File: src/rtl/uart_rx_fsm.sv
// uart_rx_fsm: UART receive frame controller that times bits, windows the sampler, and checks parity and stop.
module uart_rx_fsm #(
    parameter int DATA_WIDTH = 8,
    parameter int PRESCALE_W = 6
) (
    input  logic                  clk,
    input  logic                  rst,
    input  logic                  RX_in,
    input  logic [PRESCALE_W-1:0] prescale,
    input  logic                  PAR_EN,
    input  logic                  PAR_TYP,
    input  logic                  sampled_bit,
    output logic                  data_samp_en,
    output logic [DATA_WIDTH-1:0] P_DATA,
    output logic                  data_valid,
    output logic                  par_err,
    output logic                  stp_err
);
    localparam int BW = $clog2(DATA_WIDTH + 1);
    localparam logic [PRESCALE_W-1:0] MIN_P = PRESCALE_W'(8);
    localparam logic [PRESCALE_W-1:0] ONE = PRESCALE_W'(1);
    localparam logic [PRESCALE_W-1:0] TWO = PRESCALE_W'(2);
    localparam logic [BW-1:0] LAST_BIT = BW'(DATA_WIDTH - 1);

    typedef enum logic [2:0] {IDLE, START, DATA, PARITY, STOP} state_t;

    state_t                  state_q, state_d;
    logic [PRESCALE_W-1:0]   edge_q, edge_d, p_q, p_d, half, half_d;
    logic [BW-1:0]           bit_q, bit_d;
    logic [DATA_WIDTH-1:0]   shift_q, shift_d, data_q, data_d;
    logic                    par_en_q, par_en_d, par_typ_q, par_typ_d;
    logic                    valid_q, valid_d, par_err_q, par_err_d, stp_err_q, stp_err_d;
    logic                    samp_en_q, samp_en_d, wrap, capture;

    // Next-state: bit timing, frame sequencing, data assembly and error evaluation.
    always_comb begin
        state_d   = state_q;
        edge_d    = edge_q;
        bit_d     = bit_q;
        shift_d   = shift_q;
        p_d       = p_q;
        par_en_d  = par_en_q;
        par_typ_d = par_typ_q;
        data_d    = data_q;
        valid_d   = 1'b0;
        par_err_d = par_err_q;
        stp_err_d = stp_err_q;
        half      = p_q >> 1;
        wrap      = edge_q == p_q - ONE;
        capture   = edge_q == half + TWO;
        if (state_q == IDLE) begin
            if (!RX_in) begin
                state_d   = START;
                edge_d    = '0;
                bit_d     = '0;
                p_d       = prescale < MIN_P ? MIN_P : prescale;
                par_en_d  = PAR_EN;
                par_typ_d = PAR_TYP;
                par_err_d = 1'b0;
                stp_err_d = 1'b0;
            end
        end else begin
            edge_d = wrap ? '0 : edge_q + ONE;
            case (state_q)
                START: begin
                    if (capture && sampled_bit) begin
                        state_d = IDLE;
                        edge_d  = '0;
                    end else if (wrap) begin
                        state_d = DATA;
                        bit_d   = '0;
                    end
                end
                DATA: begin
                    if (capture) shift_d = {sampled_bit, shift_q[DATA_WIDTH-1:1]};
                    if (wrap) begin
                        bit_d = bit_q + BW'(1);
                        if (bit_q == LAST_BIT) state_d = par_en_q ? PARITY : STOP;
                    end
                end
                PARITY: begin
                    if (capture) par_err_d = sampled_bit != (^shift_q ^ par_typ_q);
                    if (wrap) state_d = STOP;
                end
                STOP: begin
                    if (capture) begin
                        state_d   = IDLE;
                        edge_d    = '0;
                        stp_err_d = ~sampled_bit;
                        if (sampled_bit && !par_err_q) begin
                            data_d  = shift_q;
                            valid_d = 1'b1;
                        end
                    end
                end
                default: state_d = IDLE;
            endcase
        end
        half_d    = p_d >> 1;
        samp_en_d = state_d != IDLE && edge_d >= half_d - ONE && edge_d <= half_d + ONE;
    end

    // State and registered outputs; reset aborts any frame in progress.
    always_ff @(posedge clk or posedge rst) begin
        if (rst) begin
            state_q   <= IDLE;
            edge_q    <= '0;
            bit_q     <= '0;
            shift_q   <= '0;
            p_q       <= MIN_P;
            par_en_q  <= 1'b0;
            par_typ_q <= 1'b0;
            data_q    <= '0;
            valid_q   <= 1'b0;
            par_err_q <= 1'b0;
            stp_err_q <= 1'b0;
            samp_en_q <= 1'b0;
        end else begin
            state_q   <= state_d;
            edge_q    <= edge_d;
            bit_q     <= bit_d;
            shift_q   <= shift_d;
            p_q       <= p_d;
            par_en_q  <= par_en_d;
            par_typ_q <= par_typ_d;
            data_q    <= data_d;
            valid_q   <= valid_d;
            par_err_q <= par_err_d;
            stp_err_q <= stp_err_d;
            samp_en_q <= samp_en_d;
        end
    end

    assign data_samp_en = samp_en_q;
    assign P_DATA       = data_q;
    assign data_valid   = valid_q;
    assign par_err      = par_err_q;
    assign stp_err      = stp_err_q;
endmodule

File: config.mk
export PLATFORM = sky130hd
export DESIGN_NAME = uart_rx_fsm
export DESIGN_NICKNAME = d
export VERILOG_FILES = /design/src/rtl/uart_rx_fsm.sv
export SDC_FILE = /design/constraint.sdc
export NUM_CORES = 1
export LEC_CHECK = 0
export CAP_MARGIN = 20
export CORE_ASPECT_RATIO = 1.25
export CORE_UTILIZATION = 51
export CTS_CLUSTER_DIAMETER = 50
export DETAILED_ROUTE_END_ITERATION = 6
export PLACE_DENSITY = 0.74
export SLEW_MARGIN = 15
export SYNTH_ARGS = -nofsm -noshare
export SYNTH_HDL_FRONTEND = slang
export SYNTH_SLANG_ARGS = --single-unit
File: constraint.sdc
create_clock -name clk -period 3.4 [get_ports clk]
set_input_delay 0.68 -clock clk [delete_from_list [all_inputs] [get_ports clk]]
set_output_delay 0.68 -clock clk [all_outputs]
set_load 0.05 [all_outputs]
# Word level (Yosys, flattened, before mapping)
# Cells that the tools add are included.
# totals
ff_bits	41
latchBits	0
mem_bits_ro	0
input_bits	12
n_memories	0
ramBits	0
wordCells	92
# op_classes
shift	0
div	0
addsub	6
order_cmp	3
bitwise	4
multipliers	0
muxes	36
n_reduce_logical	18
n_eq_ne	12
# ops
operator	n
$mux W6	8
$mux W3	9
$mux W4	5
$eq A6 B6 Y1	2
$pmux W3 S4	1
$pmux W6 S2	1
$mux W1	11
$ne A3 B3 Y1 const B	3
$reduce_and A3 Y1	3
$pmux W4 S2	1
$reduce_xor A8 Y1	1
$add A5 B1 Y6 const B	1
$add A5 B2 Y6 const B	1
$add A6 B1 Y6 const B	1
$eq A3 B2 Y1 const B	2
$ge A6 B6 Y1	1
$le A6 B6 Y1	1
$lt A6 B4 Y1 const B	1
$reduce_bool A2 Y1	3
$reduce_bool A3 Y1	2
$sub A5 B1 Y6 const B	1
$sub A6 B1 Y6 const B	1
$reduce_and A5 Y1	1
$add A4 B1 Y4 const B	1
other kinds (12)	17

# Longest topological paths before layout
# logic_depth
depth_word	9
ltp_mapped	15

# Worst setup path before layout
# OpenSTA, ideal clock, no wires.
# synth_timing
path_kind	input-to-reg
startpoint	in RX_in
endpoint	reg samp_en_q (netlist: data_samp_en)
setup_ns	0.088
path_stages	11
arrival_ns	3.280
path_buffers	1
required_time_ns	3.312
setup_slack_ns	0.031
cell_sequence	nor4_1 > clkbuf_1 > nand3_1 > o21ai_0 > nand3_1 > or3_1 > ha_1 > nand3_1 > or2_2 > a22o_1 > a41oi_1
# synth_via
elab_chain_len	6
word_cells_on_any_way	13
cone_classes	2 x add/sub; 2 x order compare; 6 x mux; 3 x reduce/logical
# synth_rtl
element	line	text
from (decl)	8	input logic RX_in,
$mux W6 (*)	52	if (!RX_in) begin
$mux W6 (*)	51	if (state_q == IDLE) begin
named net p_d[1]	28	logic [PRESCALE_W-1:0] edge_q, edge_d, p_q, p_d, half, half_d;
$sub A5 B1 Y6	100	samp_en_d = state_d != IDLE && edge_d >= half_d - ONE && edge_d <= half_d + ONE;
$ge A6 B6 Y1	100	
$logic_and A1 B1 Y1	100	
$logic_and A1 B1 Y1 (*)	100	
named net samp_en_d	33	logic samp_en_q, samp_en_d, wrap, capture;
to (signal assigned)	130	samp_en_q <= samp_en_d;
to (decl)	33	
# The timed path passes the listed nets; every way through them passes the cells marked *.
# A chain may end at the register's enable or synchronous reset.

# Worst setup path in the final report
# layout_timing
startpoint	reg p_q[3]
endpoint	reg samp_en_q (netlist: data_samp_en)
# layout_via
elab_chain_len	9
word_cells_on_any_way	26
cone_classes	4 x add/sub; 2 x order compare; 2 x eq/ne; 14 x mux; 4 x reduce/logical
# layout_rtl
element	line	text
from (decl)	28	
from (signal assigned)	123	p_q <= p_d;
$sub A6 B1 Y6 or $add A5 B2 Y6 (tied branches)	49, 50	
$eq A6 B6 Y1 (on tied branches)	49, 50	
$mux W6 or $logic_and A1 B1 Y1 (tied branches)	63, 66	
$mux W6 (on tied branches)	86, 66	
$pmux W6 S2 (*)	64	case (state_q)
$mux W6 (*)	51	
named net edge_d[3]	28	
$ge A6 B6 Y1	100	
$logic_and A1 B1 Y1	100	
$logic_and A1 B1 Y1 (*)	100	
named net samp_en_d	33	
# Marks and branches as above.

==> results.json <==
{
  "status": "complete, no violations",
  "vias": 2240,
  "hp-class": "reg2reg",
  "max_freq_ghz": 0.3044,
  "powerDensity_mw_per_mm2": 759.5,
  "cts_root_buffer": "clkbuf_8",
  "core.rowCount": 29,
  "peakVddDrop_mv": 0.6194,
  "startpoint_type": "flop",
  "overflow": 0,
  "worst_pin_slew_ns": 0.5960,
  "relSlewSlack": 0.6018,
  "holdBufCountCts": 0,
  "setup-violations-final": 0,
  "syn_nets": 307,
  "initial_core_util": 0.5312,
  "ys_seq_area_frac": 0.3780,
  "worstHoldStart": "P_DATA[4]",
  "synth_area_mm2": 0.002718,
  "synth-edff-count": 0,
  "fin_crit_ns": 3.285,
  "cp.arrival_ns": 3.50,
  "finalPower_mw": 2.703,
  "hpwl_um": 4630,
  "final_hold_viol_count": 0,
  "clockBufferDepth": 2,
  "synthToLayoutAreaGrowth_pct": 30.99,
  "die_w_um": 67.29,
  "clk_pin_slew_ns": 0.08,
  "wire_per_inst_um": 15.62,
  "cp_max_fo": 5,
  "ios": 24,
  "skew_ns": 0.007905,
  "grt_pass1_vias": 2247,
  "p_leak_nw": 1.719,
  "synthFlopType": "dfrtp_1",
  "fin_crit_sh": 0.9662,
  "avgSynthCellArea_um2": 9.846,
  "drt_iter0_markers": 183,
  "fillCellCount": 387,
  "clk_latency_ns": 0.29,
  "mostFrequentLayoutCell": "buf_4",
  "slew_viol_final": 0,
  "cap_violations": 0,
  "cts.sinks": 41,
  "drt-vias-per-instance": 5.600,
  "required_ns": 3.61,
  "reg2reg_slack_ns": 0.11,
  "final_cell_mix": "42 x buf_4, 39 x dfrtp_1, 23 x inv_1, 22 x clkdlybuf4s50_1, 21 x xnor2_1",
  "r2r_end": "data_samp_en",
  "dr.pass1.iters": 4,
  "grt_pass1_wl_um": 10100,
  "fin_util": 0.6958,
  "layout.nets": 368,
  "drive_gt1_frac": 0.2988,
  "synthArstFlopShare": 1.000,
  "hold_end": "P_DATA[4]",
  "antennaDiodeCount": 0,
  "ys_warn_count": 0,
  "synth_cells": 276,
  "grt_max_degree": 42,
  "htreeDepth": 2,
  "holdPathStages": 1,
  "drc": 0,
  "antenna_found_initial": 0,
  "worstSetupPathType": "reg2reg",
  "coreArea_mm2": 0.005116,
  "cts_tree": "yes",
  "die_h_um": 83.62,
  "dieArea_mm2": 0.005626,
  "finalWirelength_um": 6246,
  "r2r_cells": 15,
  "grt.total_usage": 0.2378,
  "cts_buffers": 5,
  "ant_nets": 0,
  "portBuffers": 23,
  "place.gp.congestion": 0.8642,
  "r2r_start": "p_q[3]",
  "ys_seq_elements": 41,
  "crit_path_end_kind": "flop",
  "synth_cell_type_count": 55
}
[Yosys cell counts, types with 3 or more instances]
cell,number,share of area
inv_1,23,0.032
nor4_1,3,0.0069
and3_1,5,0.012
clkbuf_1,8,0.011
nor2_1,10,0.014
nand2_1,13,0.018
dfrtp_1,40,0.37
nor2b_1,3,0.0069
o21ai_0,12,0.022
xnor2_1,21,0.068
nor3_1,4,0.0074
mux2_2,16,0.066
xor2_1,9,0.029
or3_1,4,0.0092
nand3_1,19,0.035
a21oi_1,5,0.0092
a31oi_1,6,0.014
mux2i_1,5,0.018
a22o_1,3,0.0097
ha_1,19,0.087
a21o_1,5,0.014
[worst max path at each step]
stage / startpoint / endpoint / slack, ns / depth (start not counted)
floorplan: RX_in / data_samp_en / 0.03 / 11
global placement: RX_in / data_samp_en / -0.19 / 13
detailed placement: RX_in / data_samp_en / -0.25 / 12
CTS: p_q[3] / data_samp_en / 0.009 / 15
global route: p_q[3] / data_samp_en / -0.04 / 15
finish: p_q[3] / data_samp_en / 0.11 / 15
[cell families (layout without fill, tap and decap cells)]
kind of cell | Yosys count | in the layout | share of synthesized area
mux | 21 | 21 | 0.08471
flops | 41 | 41 | 0.3780
buf+inv | 34 | 96 | 0.05018
compound gates | 53 | 53 | 0.1460
fa+ha+maj | 19 | 19 | 0.08748
xor+xnor | 30 | 30 | 0.09669
simple gates | 78 | 78 | 0.1570
[metrics by stage]
| stage | hold slack (ns) | setup TNS, ns | worst slack [ns] | cell area [µm²] | instances |
|---|---|---|---|---|---|
| 2_1_floorplan | 0.4657 | 0 | 0.03129 | 2718 | 276 |
| 3_3_place_gp | 0.4810 | -0.1940 | -0.1940 | 3274 | 389 |
| 3_5_place_dp | 0.4933 | -0.2508 | -0.2508 | 3274 | 389 |
| 4_1_cts | 0.5117 | 0 | 0.009001 | 3395 | 397 |
| 5_1_grt | 0.5262 | -0.03618 | -0.03618 | 3560 | 400 |
| 6_report | 0.5072 | 0 | 0.1150 | 3560 | 400 |
[sequential cells by signal (all words and copies together) (netlist names), 3 cells and up]
name and cells:
P_DATA 8, bit_q 4, state_q 3, shift_q 8, edge_q 6, p_q 6
[critical path, cell delays in order, from the launching register on]
cell	delay (ns)
dfstp_2	0.54
inv_1	0.06
ha_1	0.28
xor2_1	0.17
nor3_2	0.16
buf_4	0.15
o2111ai_1	0.13
a21o_1	0.22
buf_4	0.18
a31oi_4	0.21
mux2i_4	0.11
ha_1	0.29
nand3_1	0.08
or2_2	0.29
a22o_1	0.20
a41oi_1	0.16
[layer usage]
layer | global-route usage | part of all wire | wire, µm | vias up
li1 | - | - | - | 1093
met1 | 0.2711 | 0.39 | 2447 | 1073
met2 | 0.4191 | 0.54 | 3363 | 51
met5 | 0 | 0 | 0 | -
met4 | 0.09284 | 0.034 | 214 | 0
met3 | 0.04645 | 0.035 | 220 | 23
[what timing repair did]
action / in CTS / in global routing
resized for setup: 1 / 29
hold endpoints to repair: 0 / 0
setup buffers: 0 / 3
setup endpoints to repair: 1 / 1
pin swaps: 0 / 6
[power by group]
group | internal [mW] | switching, mW | leakage [nW] | total (mW)
clock | 0.220 | 0.174 | 0.0543 | 0.394
combinational | 0.829 | 0.786 | 1.12 | 1.62
sequential | 0.567 | 0.128 | 0.546 | 0.694
[layout make-up]
| type | instances | area, µm² | share of cell area |
|---|---|---|---|
| Clock buffer | 5 | 68.82 | 0.01933 |
| Clock inverter | 3 | 46.29 | 0.01301 |
| Inverter | 23 | 86.33 | 0.02425 |
| Multi-Input combinational cell | 201 | 1704 | 0.4787 |
| Sequential cell | 41 | 1028 | 0.2889 |
| Tap cell | 62 | 77.57 | 0.02179 |
| Timing Repair Buffer | 65 | 548.0 | 0.1540 |
No activity file was read; power rests on OpenSTA's default activity.
